File: config.mk
export PLATFORM = sky130hd
export DESIGN_NAME = serial_add_ctrl
export DESIGN_NICKNAME = d
export VERILOG_FILES = /design/src/rtl/serial_add_ctrl.sv
export SDC_FILE = /design/constraint.sdc
export NUM_CORES = 1
export LEC_CHECK = 0
export BUFFER_PORTS_ARGS = -buffer_cell sky130_fd_sc_hd__clkbuf_2
export CORE_ASPECT_RATIO = 1.2
export CORE_MARGIN = 2
export CORE_UTILIZATION = 30
export CTS_CLUSTER_SIZE = 12
export DETAILED_ROUTE_END_ITERATION = 8
export GPL_TIMING_DRIVEN = 1
export HOLD_SLACK_MARGIN = 0.15
export PLACE_DENSITY_LB_ADDON = 0.2
export SETUP_SLACK_MARGIN = 0.5
export SLEW_MARGIN = 15
export SYNTH_ARGS = -nofsm -noshare
export SYNTH_HDL_FRONTEND = slang
export SYNTH_SLANG_ARGS = --single-unit
File: constraint.sdc
create_clock -name clk -period 1.5 [get_ports clk]
set_clock_uncertainty 0.1 [all_clocks]
set_input_delay 0.15 -clock clk [delete_from_list [all_inputs] [get_ports clk]]
set_output_delay 0.15 -clock clk [all_outputs]
set_load 0.05 [all_outputs]
File: src/rtl/serial_add_ctrl.sv
// Bit-serial add/subtract sequencer: one 1-bit full-adder cell, carry kept in a flop,
// operands fed LSB-first, result returned with a start/busy/done handshake.
module serial_add_ctrl #(
    parameter int unsigned WIDTH = 8
) (
    input  logic             clk,
    input  logic             rst,
    input  logic             start,
    input  logic             op_sub,
    input  logic             cin,
    input  logic [WIDTH-1:0] op_a,
    input  logic [WIDTH-1:0] op_b,
    output logic             busy,
    output logic             done,
    output logic [WIDTH-1:0] sum,
    output logic             cout,
    output logic             ovf
);

    localparam int unsigned CNT_W = (WIDTH > 1) ? $clog2(WIDTH) : 1;
    localparam logic [CNT_W-1:0] LAST_BIT = CNT_W'(WIDTH - 1);

    typedef enum logic [1:0] {
        S_IDLE = 2'd0,
        S_RUN  = 2'd1,
        S_DONE = 2'd2
    } state_e;

    state_e             state_q, state_d;
    logic [WIDTH-1:0]   a_q, a_d;
    logic [WIDTH-1:0]   b_q, b_d;
    logic [WIDTH-1:0]   r_q, r_d;
    logic               carry_q, carry_d;
    logic [CNT_W-1:0]   cnt_q, cnt_d;
    logic [WIDTH-1:0]   sum_q, sum_d;
    logic               cout_q, cout_d;
    logic               ovf_q, ovf_d;
    logic               busy_q, busy_d;
    logic               done_q, done_d;

    logic               cell_a, cell_b, cell_ci;
    logic               cell_s, cell_co;

    // 1-bit full-adder cell fed by the low bits of the operand shifters and the carry flop
    always_comb begin
        cell_a  = a_q[0];
        cell_b  = b_q[0];
        cell_ci = carry_q;
        cell_s  = cell_a ^ cell_b ^ cell_ci;
        cell_co = (cell_a & cell_b) | (cell_b & cell_ci) | (cell_a & cell_ci);
    end

    // Next-state and datapath: load on accepted start, one bit per cycle in RUN
    always_comb begin
        state_d = state_q;
        a_d     = a_q;
        b_d     = b_q;
        r_d     = r_q;
        carry_d = carry_q;
        cnt_d   = cnt_q;
        sum_d   = sum_q;
        cout_d  = cout_q;
        ovf_d   = ovf_q;

        case (state_q)
            S_IDLE, S_DONE: begin
                if (start) begin
                    // Subtraction is A + ~B + 1; cin only matters for add
                    a_d     = op_a;
                    b_d     = op_sub ? ~op_b : op_b;
                    r_d     = '0;
                    carry_d = op_sub ? 1'b1 : cin;
                    cnt_d   = '0;
                    state_d = S_RUN;
                end else begin
                    state_d = S_IDLE;
                end
            end
            S_RUN: begin
                a_d     = {1'b0, a_q[WIDTH-1:1]};
                b_d     = {1'b0, b_q[WIDTH-1:1]};
                r_d     = {cell_s, r_q[WIDTH-1:1]};
                carry_d = cell_co;
                cnt_d   = cnt_q + CNT_W'(1);
                if (cnt_q == LAST_BIT) begin
                    // carry_q here is the carry into the MSB
                    sum_d   = {cell_s, r_q[WIDTH-1:1]};
                    cout_d  = cell_co;
                    ovf_d   = carry_q ^ cell_co;
                    state_d = S_DONE;
                end
            end
            default: begin
                state_d = S_IDLE;
            end
        endcase

        busy_d = (state_d == S_RUN);
        done_d = (state_d == S_DONE);
    end

    // State and datapath registers with synchronous reset
    always_ff @(posedge clk) begin
        if (rst) begin
            state_q <= S_IDLE;
            a_q     <= '0;
            b_q     <= '0;
            r_q     <= '0;
            carry_q <= 1'b0;
            cnt_q   <= '0;
            sum_q   <= '0;
            cout_q  <= 1'b0;
            ovf_q   <= 1'b0;
            busy_q  <= 1'b0;
            done_q  <= 1'b0;
        end else begin
            state_q <= state_d;
            a_q     <= a_d;
            b_q     <= b_d;
            r_q     <= r_d;
            carry_q <= carry_d;
            cnt_q   <= cnt_d;
            sum_q   <= sum_d;
            cout_q  <= cout_d;
            ovf_q   <= ovf_d;
            busy_q  <= busy_d;
            done_q  <= done_d;
        end
    end

    assign busy = busy_q;
    assign done = done_q;
    assign sum  = sum_q;
    assign cout = cout_q;
    assign ovf  = ovf_q;

endmodule
* Word-level counts from Yosys, hierarchy flattened
Index checks and enable logic that the tools add are counted.
** Storage, ports and cells
- Bits in registers :: 42
- Input port bits :: 21
- Output and inout bits :: 12
- Logic and storage cells :: 47
** Cells by class
- Add/subtract/negate cells :: 1
- Eq/ne operators :: 6
- Mux-type cells :: 15
- Bitwise gates (word level) :: 9
- Reduce and logical (&&, ||, !) cells :: 5
** Operators with widths (count)
- $pmux 8 s2 :: 3
- $mux 8 :: 4
- $not 8->8 :: 1
- $pmux 3 s2 :: 1
- $eq 2x1->1 const B :: 2
- $eq 2x2->1 const B :: 2
- $pmux 2 s2 :: 1
- $reduce_and 2->1 :: 2
- $add 3x1->3 const B :: 1
- $and 1x1->1 :: 3
- $eq 3x3->1 const B :: 1
- $mux 1 :: 3
- $mux 3 :: 1
- $xor 1x1->1 :: 3
- $logic_not 2->1 :: 1
- $mux 2 :: 1
- $ne 2x2->1 const B :: 1
- $or 1x1->1 :: 2
- $pmux 1 s2 :: 1
- $reduce_bool 2->1 :: 1
- $reduce_or 2->1 :: 1

* Logic depth before layout (Yosys ltp)
- Depth in word-level cells :: 4
- Mapped depth :: 6
- Gate-level depth less buffers :: 5

* Worst setup path after synthesis
OpenSTA, ideal clock, no wires.
- Path kind :: flip-flop to flip-flop
- From :: reg cnt_q[0]
- To :: reg cout_q, in the netlist cout
- Library setup time :: 86 ps
- Arrival time :: 1230 ps
- Data required time :: 1314 ps
- Slack :: 84 ps
- Stages on the path, launching flop included :: 6
- Path buffers :: 1
- Clock period less this slack :: 1416 ps
- Cell sequence :: dfxtp_1 -> ha_1 -> ha_1 -> and3b_1 -> buf_2 -> a211oi_1
** Between the ends
- Cells in the longest elaborated chain, start to end :: 2
** RTL lines
- start, declared :: RTL line 34 : logic [CNT_W-1:0] cnt_q, cnt_d;
- start signal, assigned :: RTL line 122 : cnt_q <= cnt_d;
- $eq 3x3->1 :: RTL line 85 : if (cnt_q == LAST_BIT) begin
- $reduce_and 2->1 (no line)
- end signal, assigned :: RTL line 124 : cout_q <= cout_d;
- end, declared :: RTL line 36 : logic cout_q, cout_d;
No other way between the ends.
A chain may end at the register's enable or synchronous reset.

* Worst setup path in the final report
- From :: reg cnt_q[1]
- To :: reg sum_q[7], in the netlist sum[7]
** Between the ends
- Cells in the longest elaborated chain, start to end :: 2
** RTL lines
- $eq 3x3->1 :: RTL line 85
- $reduce_and 2->1 (no line)
- end signal, assigned :: RTL line 123 : sum_q <= sum_d;
- end, declared :: RTL line 35 : logic [WIDTH-1:0] sum_q, sum_d;
No other way between the ends.

==> reports/metrics.yaml <==
clock_tree:
  cts_max_path_buffers: 2
  clk_pin_slew_ns: 0.08
  htree_levels: 2
  cts_sinks: 41
  worstSkewPairLatency_ns: 0.29
  hold_buffers: 10
  cts_tree: "done"
  cts_buffers: 5
  cts_root_buf: "clkbuf_8"
pwr:
  p_per_area_nw_per_um2: 856
  leakage_nw: 1.05
  seqPwrFrac_pct: 49.9
  switching_share_pct: 27.2
  irDropWorstVdd_uv: 458
  power_mw: 2.34
  switchingPower_mw: 0.638
  p_comb_share_pct: 20.1
  p_clk_share_pct: 30.0
  p_int_mw: 1.71
drt:
  viasPerCell: 5.04
  ant_nets: 0
  first_pass_iters: 4
  routed_wl_um: 4580
  via_count: 1568
  drtIter0Drc: 85
  wl_per_cell_um: 14.7
  drc_errors: 0
final_layout:
  final_common_cell: "nand3_1"
  final_cell_mix: "nand3_1 (26), a21oi_1 (22), dfxtp_1 (22), clkbuf_2 (20)"
  drive_above_1_share_pct: 51.4
  utilization_pct: 51.3
  fin_area_um2: 2740
  syn_to_final_growth_pct: 63.2
  diodes: 0
  nNetsFinal: 272
yosys:
  synth_compound_area_share_pct: 18.6
  synth_xor_area_share_pct: 4.70
  synth_fp_nets: 218
  synth.cell_area_um2: 1680
  synthAdderAreaFrac_pct: 2.69
  synth_cell_type_count: 24
  ys_seq_area_share_pct: 49.0
  syn_avg_cell_area_um2: 8.64
  netlist_instances: 194
  synth-simple-area-share_pct: 18.7
  ys_warn_count: 0
  synth_top_family_by_area: "simple AND/OR/NAND/NOR gates"
  synth-seq-cells: 41
  synthMuxAreaShare_pct: 0
die:
  coreArea_um2: 5330
  die_height_um: 85.9
  ioPinCount: 33
  die_area_um2: 6210
  start_util_pct: 31.4
  row_count: 29
  die_x_um: 72.2
place:
  placed_area_um2: 1990
  port-buffer-count: 32
  place_ws_ns: 0.0853
  dp_hpwl_um: 2450
  gp_congestion: 0.670
worst_setup_path:
  cp-start-kind: "flip-flop"
  crit_arrival_ns: 1.49
  path_cells: "ha_4, ha_4, and3b_2, buf_6, a211oi_2"
  r2r_cells: 5
  crit_path_top_delay_cell: "dfxtp_2"
  path_common_cell: "ha_4"
  critPathMaxFanout: 6
  cp-end-kind: "flip-flop"
  crit_required_ns: 1.62
  crit_type: "flip-flop to flip-flop"
  max_stage_delay_ns: 0.34
timing:
  finalSetupViolCount: 0
  layout_setup_ws_ns: 0.134
  relSlewSlack_pct: 77.8
  finalHoldViolations: 0
  fin_crit_sh_pct: 91.1
  rsz0062_at_grt: "yes"
  max_freq_mhz: 732
  slew_viol_final: 0
  fin_setup_tns_ns: 0
  period_needed_ns: 1.37
  tightestPinTransition_ns: 0.332
global_routing:
  groute.usage.overall_pct: 14.0
  overflow: 0
  grt_pass1_wl_um: 6730
  grt_max_degree: 30
  grt_pass1_vias: 1474
  antenna_found_initial: 0
job:
  maxCapViolCount: 0
worst_hold_path:
  hold_class: "primary input to flip-flop"
  whs_path_depth: 4
status:
  status: "complete, no violations"
[timing repair]
item                                    4_1_cts  5_1_grt
setup buffers                                 2        3
endpoints found under the hold margin        19        1
resized for setup                            49       55
pin swaps                                     2       24
gates cloned                                  0        7
endpoints found under the setup margin       53       53
[worst paths after layout]
check	start	to	slack, ns
min reg2reg	b_q[5]$_SDFFE_PP0P_	b_q[5]$_SDFFE_PP0P_	0.37
min	op_b[2]	b_q[2]$_SDFFE_PP0P_	0.12
max	cnt_q[1]$_SDFFE_PP0P_	sum[7]$_SDFFE_PP0P_	0.13
max reg2reg	cnt_q[1]$_SDFFE_PP0P_	sum[7]$_SDFFE_PP0P_	0.13
[routing by layer]
| metal | up-vias | routed length [um] | global-route usage (%) |
|---|---|---|---|
| met5 | - | 0 | 0 |
| met4 | 0 | 85 | 7.20 |
| met3 | 6 | 105 | 2.94 |
| met2 | 23 | 2470 | 22.9 |
| met1 | 763 | 1920 | 17.3 |
| li1 | 776 | - | - |
[worst max-delay path: cells and delay by family, from the launching register on]
kind                       cells  cell delay (ns)
DFF                            1             0.34
buffers and inverters          1             0.15
and+or+nand+nor                1             0.25
AOI/OAI and AO/OA              1             0.15
adders and majority gates      2             0.31
[area by class of cell]
type / instances / area, um2
fill: 490 / 2600
multi-input combinational: 133 / 985
sequential: 41 / 847
timing repair buffer: 64 / 733
tap: 62 / 77.6
clock buffer: 6 / 72.6
inverter: 3 / 11.3
clock inverter: 2 / 10.0
[power groups by stage]
stage	combinational, mW	sequential (mW)	clock [mW]
final	0.471	1.17	0.702
after global routing	0.507	1.17	0.775
after CTS	0.332	1.16	0.721
after detailed placement	0.288	1.19	0
after global placement	0.288	1.19	0
after floorplan	0.196	1.19	0
[cells by family (layout without fill, tap and decap cells)]
family | count (synthesis) | after routing
fa+ha+maj | 3 | 3
compound gates | 53 | 53
buf+inv | 20 | 75
xor+xnor | 9 | 9
flops | 41 | 41
simple gates | 68 | 68
[cell usage after synthesis]
cell       n  area, um2
ha_1       2       25.0
nand3b_1   1       7.51
inv_1      3       11.3
fa_1       1       20.0
and2b_1    1       7.51
clkbuf_2   1       5.00
a22oi_1   14        105
nor2_1     7       26.3
a21oi_1   35        175
nor2b_1    1       6.26
o21a_1     1       7.51
nand2b_1   4       25.0
dfxtp_1   41        821
xor2_1     8       70.1
o22a_1     1       8.76
xnor2_1    1       8.76
clkbuf_1   5       18.8
buf_4      4       30.0
nand3_1   27        135
nand2_1   26       97.6
a211oi_1   2       15.0
buf_6      1       11.3
and3b_1    1       8.76
buf_2      6       30.0
[registers in the layout, summed over array words and instances (netlist names), 2 cells and up]
signal,cells
r_q,7
state_q,2
sum,8
cnt_q,3
a_q,8
b_q,8
[per-stage QoR]
step | instances | hold slack, ns
after floorplan | 194 | 0.186
after global placement | 281 | 0.278
after detailed placement | 281 | 0.285
after CTS | 301 | 0.142
after global routing | 311 | 0.126
final | 311 | 0.122
No activity file was read; power rests on OpenSTA's default activity.
